[src/rtl/tms_rom_arbiter.sv]
// Single-port program-ROM arbiter for the TMS1x00: Wishbone load/verify vs. CPU fetch,
// with run/ROM-size control and a running checksum of loaded bytes.
module tms_rom_arbiter #(
  parameter logic [31:0] BASE_ADR = 32'h3000_0000,
  parameter int unsigned ADDR_W   = 11
) (
  input  logic              wb_clk_i,
  input  logic              wb_rst_i,
  input  logic              wbs_cyc_i,
  input  logic              wbs_stb_i,
  input  logic              wbs_we_i,
  input  logic [3:0]        wbs_sel_i,
  input  logic [31:0]       wbs_adr_i,
  input  logic [31:0]       wbs_dat_i,
  output logic              wbs_ack_o,
  output logic [31:0]       wbs_dat_o,
  input  logic              cpu_rom_req,
  input  logic [ADDR_W-1:0] cpu_rom_addr,
  output logic [7:0]        cpu_rom_data,
  output logic              cpu_rom_valid,
  output logic              cpu_rst_o,
  output logic              cpu_tms1100_o,
  output logic              mem_en,
  output logic              mem_we,
  output logic [ADDR_W-1:0] mem_addr,
  output logic [7:0]        mem_wdata,
  input  logic [7:0]        mem_rdata
);
  localparam int unsigned RANGE_W    = 14;
  localparam int unsigned SUM_W      = 16;
  localparam logic [11:0] CTRL_IDX   = 12'h800;
  localparam logic [11:0] STATUS_IDX = 12'h801;

  typedef enum logic [2:0] {IDLE, CPU_RD, CPU_RSP, WB_RD, WB_RSP, WB_WR, WB_REG} state_t;
  typedef enum logic [1:0] {REG_NONE, REG_CTRL, REG_STATUS} reg_sel_t;

  state_t           state;
  reg_sel_t         reg_sel;
  logic             reg_we;
  logic [2:0]       reg_wdata;
  logic             run;
  logic             tms1100;
  logic             wperr;
  logic [SUM_W-1:0] sum;

  logic             in_range_c;
  logic             wb_req_c;
  logic             rom_win_c;
  reg_sel_t         reg_sel_c;
  logic             unused_c;

  // ROM addresses wrap at 1 KB in TMS1000 mode by dropping the top address bit.
  function automatic logic [ADDR_W-1:0] rom_mask(input logic [ADDR_W-1:0] a, input logic big);
    logic [ADDR_W-1:0] m;
    m           = a;
    m[ADDR_W-1] = a[ADDR_W-1] & big;
    return m;
  endfunction

  // A request is not taken while its own ack is still showing.
  assign in_range_c = (wbs_adr_i[31:RANGE_W] == BASE_ADR[31:RANGE_W]);
  assign wb_req_c   = wbs_cyc_i && wbs_stb_i && in_range_c && !wbs_ack_o;
  assign rom_win_c  = ~wbs_adr_i[RANGE_W-1];
  assign unused_c   = ^{wbs_sel_i[3:1], wbs_dat_i[31:8], wbs_adr_i[1:0]};

  always_comb begin
    reg_sel_c = REG_NONE;
    if (wbs_adr_i[RANGE_W-1:2] == CTRL_IDX) begin
      reg_sel_c = REG_CTRL;
    end else if (wbs_adr_i[RANGE_W-1:2] == STATUS_IDX) begin
      reg_sel_c = REG_STATUS;
    end
  end

  always_ff @(posedge wb_clk_i) begin
    if (wb_rst_i) begin
      state         <= IDLE;
      reg_sel       <= REG_NONE;
      reg_we        <= 1'b0;
      reg_wdata     <= '0;
      run           <= 1'b0;
      tms1100       <= 1'b0;
      wperr         <= 1'b0;
      sum           <= '0;
      wbs_ack_o     <= 1'b0;
      wbs_dat_o     <= '0;
      cpu_rom_data  <= '0;
      cpu_rom_valid <= 1'b0;
      cpu_rst_o     <= 1'b1;
      cpu_tms1100_o <= 1'b0;
      mem_en        <= 1'b0;
      mem_we        <= 1'b0;
      mem_addr      <= '0;
      mem_wdata     <= '0;
    end else begin
      wbs_ack_o     <= 1'b0;
      wbs_dat_o     <= '0;
      cpu_rom_valid <= 1'b0;
      cpu_rst_o     <= ~run;
      cpu_tms1100_o <= tms1100;
      case (state)
        IDLE: begin
          if (cpu_rom_req && run && !cpu_rom_valid) begin
            state    <= CPU_RD;
            mem_en   <= 1'b1;
            mem_we   <= 1'b0;
            mem_addr <= rom_mask(cpu_rom_addr, tms1100);
          end else if (wb_req_c && rom_win_c) begin
            mem_addr <= rom_mask(wbs_adr_i[ADDR_W+1:2], tms1100);
            if (wbs_we_i) begin
              state     <= WB_WR;
              mem_wdata <= wbs_dat_i[7:0];
              // Writes while running are dropped and flagged; the checksum tracks stored bytes only.
              if (run) begin
                wperr <= 1'b1;
              end else if (wbs_sel_i[0]) begin
                mem_en <= 1'b1;
                mem_we <= 1'b1;
                sum    <= sum + SUM_W'(wbs_dat_i[7:0]);
              end
            end else begin
              state  <= WB_RD;
              mem_en <= 1'b1;
              mem_we <= 1'b0;
            end
          end else if (wb_req_c) begin
            state     <= WB_REG;
            reg_sel   <= reg_sel_c;
            reg_we    <= wbs_we_i;
            reg_wdata <= wbs_dat_i[2:0];
          end
        end
        CPU_RD: begin
          mem_en <= 1'b0;
          state  <= CPU_RSP;
        end
        CPU_RSP: begin
          cpu_rom_data  <= mem_rdata;
          cpu_rom_valid <= 1'b1;
          state         <= IDLE;
        end
        WB_RD: begin
          mem_en <= 1'b0;
          state  <= WB_RSP;
        end
        WB_RSP: begin
          wbs_ack_o <= 1'b1;
          wbs_dat_o <= {24'b0, mem_rdata};
          state     <= IDLE;
        end
        WB_WR: begin
          wbs_ack_o <= 1'b1;
          mem_en    <= 1'b0;
          mem_we    <= 1'b0;
          state     <= IDLE;
        end
        WB_REG: begin
          wbs_ack_o <= 1'b1;
          state     <= IDLE;
          if (reg_we) begin
            if (reg_sel == REG_CTRL) begin
              run     <= reg_wdata[0];
              tms1100 <= reg_wdata[1];
              if (reg_wdata[2]) begin
                sum   <= '0;
                wperr <= 1'b0;
              end
            end
          end else if (reg_sel == REG_CTRL) begin
            wbs_dat_o <= {30'b0, tms1100, run};
          end else if (reg_sel == REG_STATUS) begin
            wbs_dat_o <= {14'b0, run, wperr, sum};
          end
        end
        default: state <= IDLE;
      endcase
    end
  end
endmodule

[config.mk]
export PLATFORM = sky130hd
export DESIGN_NAME = tms_rom_arbiter
export DESIGN_NICKNAME = d
export VERILOG_FILES = /design/src/rtl/tms_rom_arbiter.sv
export SDC_FILE = /design/constraint.sdc
export NUM_CORES = 1
export LEC_CHECK = 0
export BUFFER_PORTS_ARGS = -buffer_cell sky130_fd_sc_hd__buf_4
export CAP_MARGIN = 20
export CORE_MARGIN = 2
export CORE_UTILIZATION = 50
export DETAILED_ROUTE_END_ITERATION = 10
export GPL_ROUTABILITY_DRIVEN = 0
export GPL_TIMING_DRIVEN = 0
export PLACE_DENSITY = 0.85
export SYNTH_ARGS = -nofsm -noshare
export SYNTH_HDL_FRONTEND = slang
export SYNTH_SLANG_ARGS = --single-unit
export TNS_END_PERCENT = 50
[constraint.sdc]
create_clock -name wb_clk_i -period 4.5 [get_ports wb_clk_i]
set_clock_uncertainty 0.2 [all_clocks]
set_input_delay 0.9 -clock wb_clk_i [delete_from_list [all_inputs] [get_ports wb_clk_i]]
set_output_delay 0.9 -clock wb_clk_i [all_outputs]
set_load 0.01 [all_outputs]
# ---- Word-level counts from Yosys, hierarchy flattened
# Cells that the tools add are included.
dict set report totals {
  reg_bits 93
  in_bits 93
  out_inout_bits 65
}
dict set report classes {
  addsub 1
  n_eq_ne 24
  mux 42
  bitwise 6
  reduce_logical 23
}
# cell count
set ops {}
lappend ops {{2-to-1 mux 16 bit} 8}
lappend ops {{2-to-1 mux 18 bit} 3}
lappend ops {{one-hot mux 18 bit (2 select lines)} 1}
lappend ops {{one-hot mux 16 bit (2 select lines)} 1}
lappend ops {{== test 12 bit (second input constant)} 2}
lappend ops {{2-to-1 mux 11 bit} 2}
lappend ops {{== test 18 x 16 -> 1 bit (second input constant)} 1}
lappend ops {{inequality test 2 bit (second input constant)} 9}
lappend ops {{2-to-1 mux 1 bit} 17}
lappend ops {{adder 16 x 8 -> 16 bit} 1}
lappend ops {{AND reduction 4 bit} 4}
lappend ops {{2-to-1 mux 3 bit} 4}
lappend ops {{inequality test 4 bit (second input constant)} 3}
lappend ops {{== test 3 bit (second input constant)} 3}
lappend ops {{one-hot mux 3 bit (3 select lines)} 1}
lappend ops {{AND reduction 9 bit} 1}
lappend ops {{AND reduction 8 bit} 1}
lappend ops {{nonzero test 2 bit} 4}
lappend ops {{== test 3 x 2 -> 1 bit (second input constant)} 2}
lappend ops {{logical AND 1 bit} 6}
lappend ops {{one-hot mux 1 bit (2 select lines)} 3}
lappend ops {{OR reduction 3 bit} 2}
lappend ops {{2-to-1 mux 2 bit} 2}
lappend ops {{NOT 1 bit} 4}
lappend ops {{9 further kinds} 11}

# ---- Longest topological paths before layout
dict set report logic_depth {
  depth_word 7
  mapped_depth 9
}

# ---- Least setup slack after synthesis
# Ideal clock, no wire load.
dict set report synth_path {
  kind {input to register}
  from {input wbs_dat_i[0]}
  to {register sum[14]}
  t_arrival_ns 2.579
  required_time_ns 4.230
  path_slack_ns 1.651
  path_stages 8
  n_path_buf 0
  cell_sequence {ha_1 -> inv_1 -> fa_1 -> nor2b_1 -> o31a_1 -> o22ai_1 -> or4_1 -> a21oi_1}
}
dict set report synth_between {
  elab_chain_len 7
}
# item line
set synth_lines {}
lappend synth_lines {{start: declaration} 14} ;# input logic [31:0] wbs_dat_i,
lappend synth_lines {{adder 16 x 8 -> 16 bit} 119} ;# sum <= sum + SUM_W'(wbs_dat_i[7:0]);
lappend synth_lines {{2-to-1 mux 16 bit} 116} ;# end else if (wbs_sel_i[0]) begin
lappend synth_lines {{2-to-1 mux 16 bit} 114} ;# if (run) begin
lappend synth_lines {{2-to-1 mux 16 bit} 110} ;# if (wbs_we_i) begin
lappend synth_lines {{2-to-1 mux 16 bit} 108} ;# end else if (wb_req_c && rom_win_c) begin
lappend synth_lines {{2-to-1 mux 16 bit} 103} ;# if (cpu_rom_req && run && !cpu_rom_valid) begin
lappend synth_lines {{one-hot mux 16 bit (2 select lines)} 101} ;# case (state)
lappend synth_lines {{end signal: assignment} 119}
lappend synth_lines {{end: declaration} 44} ;# logic [SUM_W-1:0] sum;
# Every way passes these cells. The select of a mux whose other input is x is not followed.
# A chain may end at the register's enable or synchronous reset.

# ---- Worst setup path in the final report
# Same ends and word-level chain as after synthesis.

==> flow_summary.yaml <==
final_layout:
  fin_nets: 670
  fin_util_pct: 69.0
  area_growth_pct: 34.8
  fill_cells: 577
  drive_gt1_share_pct: 27.9
  antenna_cells: 0
place:
  port-buffer-count: 114
  detailedPlace.worstSlack_ns: 1.29
  place_hpwl_um: 7260
synth:
  synth_cells: 430
  yosys-top-cells-area: "dfxtp_1 43%, nand2_1 7.2%, nor2_1 4.8%"
  ys_types: 54
  syn_avg_cell_area_um2: 8.54
  synth-edff-count: 0
  yosysTopAreaCell: "dfxtp_1"
  ys_ff_latch: 79
  seq_area_frac_synth_pct: 43.1
  synth_top_area_share_pct: 43.1
  ys.flop_type: "dfxtp_1"
  syn_area_mm2: 0.00367
  yosys_warnings: 0
  async_reset_ff_share_pct: 0
timing:
  final_hold_viol_count: 0
  period_share_pct: 64.8
  setup-tns-final_ns: 0
  rsz0062_at_grt: "no"
  min_period_ns: 2.92
  tightest_slew_ns: 1.05
  fmax_mhz: 343
  slew_headroom_pct: 29.3
  drv_slew: 0
  hold_slack_ns: 0.260
  setup_viol: 0
  finalWorstSetupSlack_ns: 1.58
clock_network:
  clock-sinks: 79
  htreeDepth: 3
  cts_setup_buffers: 0
  cts_buffers: 9
  root_buffer: "clkbuf_8"
  clk_path_buf_depth: 2
  cts.repair.resized: 0
  clock_latency_ns: 0.36
  cts_hold_buf: 0
  clk_pin_slew_ns: 0.09
  cts_tree: "built"
grt:
  antenna_found_initial: 0
  grt_max_degree: 16
  grt_pass1_wl_um: 15700
  grt_usage_pct: 25.4
  first_global_vias: 3351
  grt_overflow: 0
detailed_routing:
  drtAntennaViolNets: 0
  postRouteWirelength_um: 10000
  via_count: 3610
  first_pass_iters: 5
  first_iter_violations: 262
  viasPerCell: 5.37
  drcViolationCount: 0
  routedWlPerCell_um: 14.9
pwr:
  power.density_mw_per_mm2: 294
  ir_worst_vdd_mv: 0.215
  leakage_uw: 0.00210
critical_path:
  crit_buf_inv: 2
  crit_fanout: 8
  crit_slowest_cell: "or4_1"
  path_delay_family: "simple AND/OR/NAND/NOR gates"
  crit_chain: "buf_4 > ha_1 > inv_1 > fa_1 > nor2b_1 > o31a_1 > o22ai_1 > or4_1 > a21oi_1"
  worstPathRequired_ns: 4.59
  critPathCaptureType: "flip-flop"
  cp-start-kind: "input port"
  slowest_delay_ns: 0.55
  path_class: "in2reg"
  cp.arrival_ns: 3.00
die:
  initial_core_util_pct: 51.2
  core_area_mm2: 0.00718
  chipWidth_um: 89.7
  ios: 158
  die_h_um: 89.7
  rows: 31
  dieArea_mm2: 0.00804
worst_hold_path:
  min_path_type: "reg2reg"
run_status:
  status: "completed"
flow_run:
  max-cap-violations: 0
## flip-flops by register name (all words and copies together), names as in the netlist, 2 cells and up
register      cells
cpu_rom_data      8
state             3
reg_wdata         3
sum              16
wbs_dat_o        18
reg_sel           2
mem_wdata         8
mem_addr         11
## worst min-delay path, cell delays in order (launching register included)
cell	delay, ns
dfxtp_1	0.32
nand2_1	0.05
a21oi_1	0.05
## cell usage in the layout (no fill, tap or decap), types with 4 or more instances in the layout
cell | Yosys | routed
nor2_1 | 47 | 47
and2_1 | 11 | 11
ha_1 | 8 | 8
a311oi_1 | 10 | 10
nor2b_1 | 7 | 7
clkbuf_8 | 0 | 9
o21a_1 | 5 | 5
clkbuf_1 | 14 | 14
a22oi_1 | 8 | 8
or3_1 | 4 | 4
inv_1 | 11 | 11
nand3_1 | 11 | 11
mux2i_1 | 12 | 12
a21oi_1 | 35 | 35
nand2_1 | 70 | 70
o31ai_1 | 5 | 5
nor3_1 | 5 | 5
buf_4 | 15 | 129
or4_1 | 6 | 6
dfxtp_1 | 79 | 79
o21ai_0 | 12 | 12
conb_1 | 1 | 14
## layout make-up
| class | instances | area [um2] | area share [%] |
|---|---|---|---|
| clock buffer | 9 | 124 | 2.50 |
| inverter | 11 | 41.3 | 0.834 |
| sequential | 79 | 1580 | 32.0 |
| multi-input combinational | 318 | 1890 | 38.3 |
| clock inverter | 7 | 125 | 2.53 |
| timing repair buffer | 114 | 856 | 17.3 |
| buffer | 35 | 204 | 4.12 |
| tap | 99 | 124 | 2.50 |
## logic make-up (layout without fill, tap and decap cells)
kind of cell	count (synthesis)	count (layout)	share of synthesized area, %
AO/OA/AOI/OAI	92	92	16.5
XOR/XNOR	2	2	0.477
adder cells (fa/ha/maj)	9	9	3.27
buffers and inverters	46	176	6.68
flip-flops	79	79	43.1
multiplexers	12	12	3.27
other	1	14	0.102
AND/OR/NAND/NOR	189	189	26.6
## power breakdown
part           switching (uW)  internal, uW  total (uW)
logic                    46.1          55.5         102
registers            0.000368           698         698
clock network             281           375         656
total                     327          1130        1460
## stage by stage
stage,area (um2),std cells,total power (uW)
6_report,4950,672,1460
5_1_grt,4950,672,1500
4_1_cts,4950,672,1460
3_5_place_dp,4700,656,814
3_3_place_gp,4700,656,812
2_1_floorplan,3720,443,755
## Yosys cell counts (all sizes together) (6+ instances only)
master   n
mux2i   12
a22oi    8
dfxtp   79
nor4     6
a21oi   35
nor2    47
buf     21
a311oi  10
nand3   11
and2    12
o21ai   12
nor2b    7
nand2   71
nor3     6
or4      6
ha       8
inv     11
clkbuf  14
## final timing paths
check        depth (start not counted)       endpoint  slack [ns]    startpoint
max                                  9        sum[14]        1.58  wbs_dat_i[0]
min                                  2   mem_wdata[5]        0.26  mem_wdata[5]
max reg2reg                          7  wbs_dat_o[16]        1.78      state[1]
min reg2reg                          2   mem_wdata[5]        0.26  mem_wdata[5]
## routing by layer
| layer | vias to the layer above | share of wire, % | GRT usage, % |
|---|---|---|---|
| met2 | 144 | 50 | 42.6 |
| met5 | - | 0 | 0 |
| met4 | 0 | 2.2 | 11.4 |
| met3 | 20 | 6.5 | 4.30 |
| met1 | 1694 | 41 | 32.1 |
| li1 | 1752 | - | - |
No activity file was read; power rests on OpenSTA's default activity.
